### src/rtl/dimm_pkg.sv
// Shared DIMM datapath types: timeline slot layout, burst sizes and latency clamp.
package dimm_pkg;
    localparam int RANK_W_MAX = 2;
    localparam int IDX_W_MAX  = 6;
    localparam int POS_W      = 8;
    localparam int BL8_BEATS  = 8;
    localparam int BC4_BEATS  = 4;

    typedef struct packed {
        logic                  valid;
        logic                  wr;
        logic [RANK_W_MAX-1:0] rank;
        logic [IDX_W_MAX-1:0]  idx;
        logic                  last;
    } slot_t;

    // Two cycles is the shortest latency that still leaves room for the read preamble.
    function automatic int clamp_lat(input int lat, input int max_lat);
        if (lat < 2) return 2;
        if (lat > max_lat) return max_lat;
        return lat;
    endfunction
endpackage

### src/rtl/burst_timeline.sv
// Latency timeline: one slot per future data cycle, shifted toward slot 0 every cycle.
// A new burst is inserted only if every slot it needs is still free after the shift.
module burst_timeline
    import dimm_pkg::*;
#(
    parameter int DEPTH = 32
) (
    input  logic                  clk,
    input  logic                  reset,
    input  logic                  ins_valid,
    input  logic                  ins_wr,
    input  logic [RANK_W_MAX-1:0] ins_rank,
    input  logic [POS_W-1:0]      ins_lat,
    input  logic [POS_W-1:0]      ins_beats,
    output slot_t                 slot0,
    output slot_t                 slot1,
    output logic                  any_valid,
    output logic                  collision
);
    slot_t slots   [DEPTH];
    slot_t shifted [DEPTH];
    slot_t fill    [DEPTH];
    logic  in_win  [DEPTH];
    logic  hit;

    always_comb begin
        int off;
        off = 0;
        for (int j = 0; j < DEPTH - 1; j++) shifted[j] = slots[j + 1];
        shifted[DEPTH - 1] = '0;
        hit = 1'b0;
        for (int j = 0; j < DEPTH; j++) begin
            off       = j - (int'(ins_lat) - 1);
            in_win[j] = (off >= 0) && (off < int'(ins_beats));
            fill[j]   = '0;
            if (in_win[j]) begin
                fill[j].valid = 1'b1;
                fill[j].wr    = ins_wr;
                fill[j].rank  = ins_rank;
                fill[j].idx   = IDX_W_MAX'(off);
                fill[j].last  = (off == int'(ins_beats) - 1);
                if (shifted[j].valid) hit = 1'b1;
            end
        end
    end

    always_comb begin
        any_valid = 1'b0;
        for (int j = 0; j < DEPTH; j++) any_valid = any_valid | slots[j].valid;
    end

    assign collision = ins_valid & hit;
    assign slot0     = slots[0];
    assign slot1     = slots[1];

    always_ff @(posedge clk or posedge reset) begin
        if (reset) begin
            for (int j = 0; j < DEPTH; j++) slots[j] <= '0;
        end else begin
            for (int j = 0; j < DEPTH; j++)
                slots[j] <= (ins_valid && !hit && in_win[j]) ? fill[j] : shifted[j];
        end
    end
endmodule

### src/rtl/rank_burst_sched.sv
// Multi-rank data-burst scheduler: places each RD/WR burst CL/CWL cycles out on a
// timeline and drives registered per-beat DQ/DQS enables, beat index and rank.
module rank_burst_sched
    import dimm_pkg::*;
#(
    parameter int RANKS    = 2,
    parameter int BL       = BL8_BEATS,
    parameter int MAXLAT   = 24,
    parameter int LATWIDTH = 5,
    parameter int RWIDTH   = (RANKS > 1) ? $clog2(RANKS) : 1
) (
    input  logic                  clk,
    input  logic                  reset,
    input  logic                  cmd_valid,
    input  logic                  cmd_wr,
    input  logic                  cmd_bc4,
    input  logic [RWIDTH-1:0]     cmd_rank,
    input  logic [LATWIDTH-1:0]   cl,
    input  logic [LATWIDTH-1:0]   cwl,
    output logic                  dq_oe,
    output logic                  dq_ie,
    output logic                  dqs_oe,
    output logic [$clog2(BL)-1:0] beat_idx,
    output logic [RWIDTH-1:0]     beat_rank,
    output logic                  beat_last,
    output logic                  busy,
    output logic                  err_collision,
    output logic [7:0]            coll_count
);
    localparam int DEPTH = MAXLAT + BL;
    localparam int IDXW  = $clog2(BL);
    localparam int BC4_N = (BL == BL8_BEATS) ? BC4_BEATS : BL / 2;

    logic [POS_W-1:0] lat_sel;
    logic [POS_W-1:0] beats_sel;
    slot_t            slot0;
    slot_t            slot1;
    logic             any_valid;
    logic             collision;
    logic             coll_q;
    logic             rd0;
    logic             rd1_first;
    logic             unused_hi;

    always_comb begin
        lat_sel   = POS_W'(clamp_lat(int'(cmd_wr ? cwl : cl), MAXLAT));
        beats_sel = cmd_bc4 ? POS_W'(BC4_N) : POS_W'(BL);
    end

    burst_timeline #(.DEPTH(DEPTH)) u_timeline (
        .clk       (clk),
        .reset     (reset),
        .ins_valid (cmd_valid),
        .ins_wr    (cmd_wr),
        .ins_rank  (RANK_W_MAX'(cmd_rank)),
        .ins_lat   (lat_sel),
        .ins_beats (beats_sel),
        .slot0     (slot0),
        .slot1     (slot1),
        .any_valid (any_valid),
        .collision (collision)
    );

    assign rd0       = slot0.valid & ~slot0.wr;
    assign rd1_first = slot1.valid & ~slot1.wr & (slot1.idx == '0);
    assign unused_hi = ^{slot0, slot1};

    always_ff @(posedge clk or posedge reset) begin
        if (reset) begin
            dq_oe         <= 1'b0;
            dq_ie         <= 1'b0;
            dqs_oe        <= 1'b0;
            beat_idx      <= '0;
            beat_rank     <= '0;
            beat_last     <= 1'b0;
            busy          <= 1'b0;
            coll_q        <= 1'b0;
            err_collision <= 1'b0;
            coll_count    <= 8'd0;
        end else begin
            dq_oe     <= rd0;
            dq_ie     <= slot0.valid & slot0.wr;
            // Read DQS opens one cycle early unless a read beat already holds it open.
            dqs_oe    <= rd0 | (rd1_first & ~rd0);
            beat_idx  <= slot0.valid ? slot0.idx[IDXW-1:0] : '0;
            beat_rank <= slot0.valid ? slot0.rank[RWIDTH-1:0] : '0;
            beat_last <= slot0.valid & slot0.last;
            busy      <= any_valid;
            coll_q        <= collision;
            err_collision <= coll_q;
            if (coll_q && coll_count != 8'hFF) coll_count <= coll_count + 8'd1;
        end
    end
endmodule

### config.mk
export PLATFORM = sky130hd
export DESIGN_NAME = rank_burst_sched
export DESIGN_NICKNAME = d
export VERILOG_FILES = /design/src/rtl/dimm_pkg.sv /design/src/rtl/burst_timeline.sv /design/src/rtl/rank_burst_sched.sv
export SDC_FILE = /design/constraint.sdc
export NUM_CORES = 1
export LEC_CHECK = 0
export CORE_MARGIN = 8
export CORE_UTILIZATION = 55
export CTS_CLUSTER_SIZE = 14
export DETAILED_ROUTE_END_ITERATION = 12
export GPL_TIMING_DRIVEN = 0
export HOLD_SLACK_MARGIN = 0.02
export PLACE_DENSITY = 0.8
export RECOVER_POWER = 50
export SYNTH_ARGS = -nofsm -noshare
export SYNTH_HDL_FRONTEND = slang
export SYNTH_SLANG_ARGS = --single-unit
### constraint.sdc
create_clock -name clk -period 24.2 [get_ports clk]
set_clock_uncertainty 0.05 [all_clocks]
set_input_delay 4.84 -clock clk [delete_from_list [all_inputs] [get_ports clk]]
set_output_delay 4.84 -clock clk [all_outputs]
set_load 0.02 [all_outputs]
==> results of run 1 <==
[power by group]
part	switching (mW)	internal, mW	leakage (nW)
Sequential	0.0642	0.694	4.49
Clock	0.224	0.313	0.563
Combinational	0.257	0.163	3.42
Total	0.546	1.17	8.48
[layout by cell type, fill, tap and decap left out, drive strengths merged, types with 6 or more instances in the layout]
cell           Yosys  layout
a211oi            10      10
a21o               9       9
a21oi             33      33
a31oi              7       7
and2              38      38
and3              17      17
buf               17      18
clkbuf            42      93
clkdlybuf4s50      0      14
clkinv             2       9
conb               2       6
dfrtp            336     336
dlygate4sd3        0      19
ha                56      56
inv               43      43
mux2             221     221
mux2i             24      24
nand2             68      68
nand2b            24      24
nand3             43      43
nand4             22      22
nor2              51      51
nor2b             48      48
nor3              34      34
nor4              28      28
nor4b              7       7
o211ai             6       6
o21ai             20      20
or2               22      22
or3                6       6
or4                8       8
xnor2             22      22
[metrics by stage]
stage	cell area (µm²)	power, mW
floorplan	15900	1.01
global placement	16700	1.16
detailed placement	16700	1.17
CTS	17900	1.72
global route	17800	1.78
finish	17800	1.72
[kinds of logic (layout without fill, tap and decap cells)]
group           Yosys count  count (layout)  synth area share (%)
buf+inv                 104             201                  2.77
flops                   336             336                  53.1
compound gates          123             123                  5.59
fa+ha+maj                56              56                  4.42
simple gates            426             426                  15.4
other cells               2               6                0.0474
xor+xnor                 25              25                  1.38
mux                     245             245                  17.3
[layer usage]
metal / global-route usage [%] / up-vias / part of all wire [%]
met1: 42.3 / 5895 / 41
met2: 47.2 / 578 / 45
met4: 13.5 / 2 / 4.7
met3: 7.03 / 158 / 9.3
met5: 0 / - / 0.025
li1: - / 4798 / -
[layout make-up]
cell class                 count  area, µm²
timing repair buffer          35        362
clock buffer                  50       1000
tap                          384        480
inverter                      45        170
fill                        2281      10700
buffer                        59        269
sequential                   336       8410
multi-input combinational    881       7010
clock inverter                12        153
[sequential cells by signal (all words and copies together), names as in the netlist, 3 cells and up]
| signal | flops |
|---|---|
| u_timeline.slot1 | 10 |
| beat_idx | 3 |
| coll_count | 8 |
| u_timeline.slot0 | 7 |
| u_timeline.shifted | 300 |
[worst max path at each step]
stage	start	endpoint	slack (ns)	depth (start not counted)
CTS	cmd_wr	u_timeline.shifted[168]	8.42	30
detailed placement	cmd_wr	u_timeline.shifted[168]	7.92	30
finish	cmd_wr	u_timeline.shifted[33]	7.97	30
global route	cmd_wr	u_timeline.shifted[168]	7.85	30
global placement	reset	u_timeline.slot1[5]	6.51	2
floorplan	reset	beat_idx[0]	10.00	1
==> qor.yml, run 1 <==
outcome: "finished with violations"
violations: "max-capacitance violations, max-slew violations"
hp-class: "reg2reg"
peakVddDrop_mv: 0.0605
start_util_pct: 55.5
hold_buffers: 0
drive_gt1_share_pct: 23.6
critPathLaunchType: "primary input"
setup_tns_ns: 0
antenna_cells: 0
gp_congestion: 0.987
hold_violations: 0
antenna_left: 0
grt_pass1_wl_mm: 77.0
hold_slack_ns: 0.344
yosysWarnings: 0
cts_tree: "yes"
antenna_found_initial: 1
overflow: 0
setup_viol: 0
vias_per_cell: 6.34
slew_headroom_pct: -335
cp.arrival_ns: 16.58
cts_sinks: 336
synthTopCellsByCount: "dfrtp_1, mux2_2, nand2_1"
drt_pass1_iterations: 7
power_leakage_nw: 8.48
synth_top_cell_by_area: "dfrtp_1"
area_delta_synth_final_pct: 12.7
synth_edf_count: 0
rsz0062_at_grt: "false"
ys_seq_area_share_pct: 53.1
rr_startpoint: "u_timeline.shifted[98]"
synth_flop_cell: "dfrtp_1"
cp_data_required_time_ns: 24.55
cts_buffer_depth: 3
numCtsBuffers: 35
final_max_slew_viol_count: 209
portBuffers: 33
drv_cap: 2
regToRegSetupSlack_ns: 19.69
worst-r2r-cell-count: 11
netlist_area_mm2: 0.0158
dp_slack_ns: 7.92
pin_count: 34
cts.clk_slew.worst_paths_ns: 0.07
post_cts_buffers: 0
netlist_instances: 1317
fin_util_pct: 62.5
r2r-end: "u_timeline.shifted[33]"
grt_pass1_vias: 11700
row_count: 62
period_needed_ns: 16.23
synth.most_common_cell: "dfrtp_1"
fin_cells: 1802
dr.first_iter.drc_count: 1248
dp.cells: 1740
routed_wl_mm: 52.1
wl_per_cell_um: 28.9
htree_levels: 2
drcViolationCount: 0
path_delay_family: "buffers and inverters"
track_usage_pct: 31.0
worst_slew_pin_slew_ns: 6.53
synth.area.top_cells: "dfrtp_1, mux2_2, ha_1"
synth_top_area_share_pct: 53.1
coreArea_mm2: 0.0285
cpPeakStageDelay_ns: 0.95
setup_slack_ns: 7.97
hold_path_depth: 0
die_x_um: 186
synth_area_per_cell_um2: 12.0
die_y_um: 186
hpwl_mm: 36.6
cp_max_fo: 13
vias: 11400
slowest_stage: "clkbuf_1"
dieArea_mm2: 0.0345
fin_nets: 1465
root_buffer: "clkbuf_16"
ys_seq_elements: 336
endpoint_kind: "register"
hold_end: "err_collision"
max_freq_ghz: 0.0616
path_class: "in2reg"
p_per_area_mw_per_mm2: 96.1
cts-resized-gates: 0
hp-start: "coll_q"
period_share_pct: 67.1
synth-async-reset-ratio_pct: 100
grt_max_degree: 132
crit_path_frequent_cell: "ha_1"
clock_latency_ns: 0.53
path_buf_inv: 9
ys_types: 78
Power figures use the tool's default switching activity.
==> inputs of run 2 (changes only) <==
Settings changed: PLACE_DENSITY 0.8 to 0.83.
Clock period 24.2 ns to 13.6 ns, I/O delays scaled along.
==> run 2 against run 1 <==
Against the previous run:
- the run still ends with max-capacitance violations, max-slew violations left
- hold slack got worse by 0.010 ns
- combinational power rose by 80%
- sequential power is 77% higher
- largest cell class unchanged
==> qor.yml, run 2 (synthesized netlist as in run 1, its figures left out) <==
routed_wl_mm: 50.7  # -2.7%
die_x_um: 186  # unchanged
pin_count: 34  # unchanged
fin_nets: 1466  # +0.068%
root_buffer: "clkbuf_16"
htree_levels: 2  # unchanged
die_y_um: 186  # unchanged
portBuffers: 33  # unchanged
slowest_stage: "nand4_1"
critPathLaunchType: "primary input"
final_common_cell: "dfrtp_1"
peakVddDrop_mv: 0.134  # +120%
wl_per_cell_um: 28.1  # -2.8%
gp_congestion: 1.02  # +3.5%
period_needed_ns: 13.13
hpwl_mm: 35.8  # -2.2%
numCtsBuffers: 35  # unchanged
vias_per_cell: 6.28  # -1.1%
cp_data_required_time_ns: 13.96  # -10.59 ns
drv_cap: 3  # +1
power_leakage_nw: 8.45  # -0.33%
track_usage_pct: 30.0  # -1.1 points
grt_max_degree: 117  # -11%
pwr-share-comb_pct: 24.6  # about the same
drive_gt1_share_pct: 23.9  # +0.27 points
dieArea_mm2: 0.0345  # unchanged
dp.cells: 1740  # unchanged
slew_headroom_pct: -305  # +30 points
power.switching_mw: 0.970  # +78%
grt_pass1_wl_mm: 74.8  # -2.9%
clockPowerShare_pct: 31.7  # +0.4 points
fin_total_pwr_mw: 3.07  # +79%
rsz0062_at_grt: "false"
seq_power_share_pct: 43.8  # -0.4 points
final_max_slew_viol_count: 341  # +63%
start_util_pct: 55.5  # unchanged
cp_max_fo: 13  # unchanged
swShare_pct: 31.6  # -0.20 points
outcome: "finished with violations"
endpoint_kind: "register"
cts_tree: "yes"
path_class: "in2reg"
fin_util_pct: 62.7  # +0.15 points
hold_violations: 0  # unchanged
dr.first_iter.drc_count: 1179  # -5.5%
setup_viol: 0  # unchanged
violations: "max-capacitance violations, max-slew violations"
p_per_area_mw_per_mm2: 172  # +78%
clock_latency_ns: 0.53  # about the same
stdcell_area_mm2: 0.0179  # +0.25%
worst_slew_pin_slew_ns: 6.08  # -0.455 ns
place_area_mm2: 0.0167  # unchanged
final_cell_mix: "dfrtp_1, mux2_2, nand2_1"
area_delta_synth_final_pct: 13.0
overflow: 0  # unchanged
coreArea_mm2: 0.0285  # unchanged
hp-class: "reg2reg"
cts_buffer_depth: 3  # unchanged
cts.clk_slew.worst_paths_ns: 0.06  # about the same
cp.arrival_ns: 13.49  # -3.09 ns
cpPeakStageDelay_ns: 0.78  # -0.17 ns
power.internal_mw: 2.10  # +79%
drcViolationCount: 0  # unchanged
dp_slack_ns: -0.467  # -8.38 ns
setup_tns_ns: 0  # unchanged
cts_sinks: 336  # unchanged
row_count: 62  # unchanged
fin_cells: 1803  # +0.055%
largest_register_ffs: 300  # unchanged
hold_slack_ns: 0.333  # -0.0104 ns
grt_pass1_vias: 11500  # -1.4%
antenna_found_initial: 2  # +1
antenna_left: 0  # unchanged
drt_pass1_iterations: 6  # -1
antenna_cells: 0  # unchanged
period_share_pct: 96.5
vias: 11300  # -1.0%
max_freq_ghz: 0.0762
setup_slack_ns: 0.472  # -7.50 ns
hold_buffers: 0  # unchanged
-- run 2: layout make-up --
class | count | area, µm²
plain buffers | 58 | 267
well taps | 384 | 480
fillers | 2203 | 10700
clock buffers | 51 | 1030
inverters | 45 | 174
clock inverters | 11 | 155
flip-flops and latches | 336 | 8410
repair buffers | 37 | 378
multi-input cells | 881 | 7010
-- run 2: critical path, delay by kind of cell --
| family | cells | cell delay (ns) |
|---|---|---|
| buf+inv | 11 | 4.16 |
| xor+xnor | 1 | 0.52 |
| fa+ha+maj | 4 | 1.61 |
| mux | 2 | 0.95 |
| simple gates | 7 | 2.19 |
| compound gates | 5 | 1.28 |
-- run 2: path summary, 6_finish.rpt --
| check | from | end | slack, ns | cells past startpoint |
|---|---|---|---|---|
| max | cmd_wr | u_timeline.shifted[42] | 0.47 | 30 |
| min | coll_q | err_collision | 0.33 | 0 |
| max reg2reg | u_timeline.shifted[98] | u_timeline.shifted[42] | 9.37 | 11 |
| min reg2reg | coll_q | err_collision | 0.33 | 0 |
| max in group asynchronous | reset | beat_rank | 2.20 | 3 |
| min in group asynchronous | reset | u_timeline.shifted[45] | 4.05 | 2 |
-- run 2: power by group through the flow --
stage               clock network [mW]  logic (mW)  registers [mW]
finish                           0.972       0.754            1.34
global route                      1.02       0.799            1.36
CTS                              0.984       0.740            1.34
detailed placement                   0       0.731            1.35
global placement                     0       0.713            1.34
floorplan                            0       0.473            1.32
-- run 2: what timing repair did --
item | 4_1_cts | 5_1_grt
pin swaps | 0 | 2
resized for setup | 1 | 1
endpoints found under the setup margin | 1 | 54
setup buffers | 0 | 2
-- run 2: per-layer routing --
layer	vias up	wire length [µm]	global-route usage, %
met5	-	13	0
met4	2	2370	13.1
met3	146	4620	7.16
met2	574	23000	46.3
met1	5789	20700	40.0
li1	4806	-	-
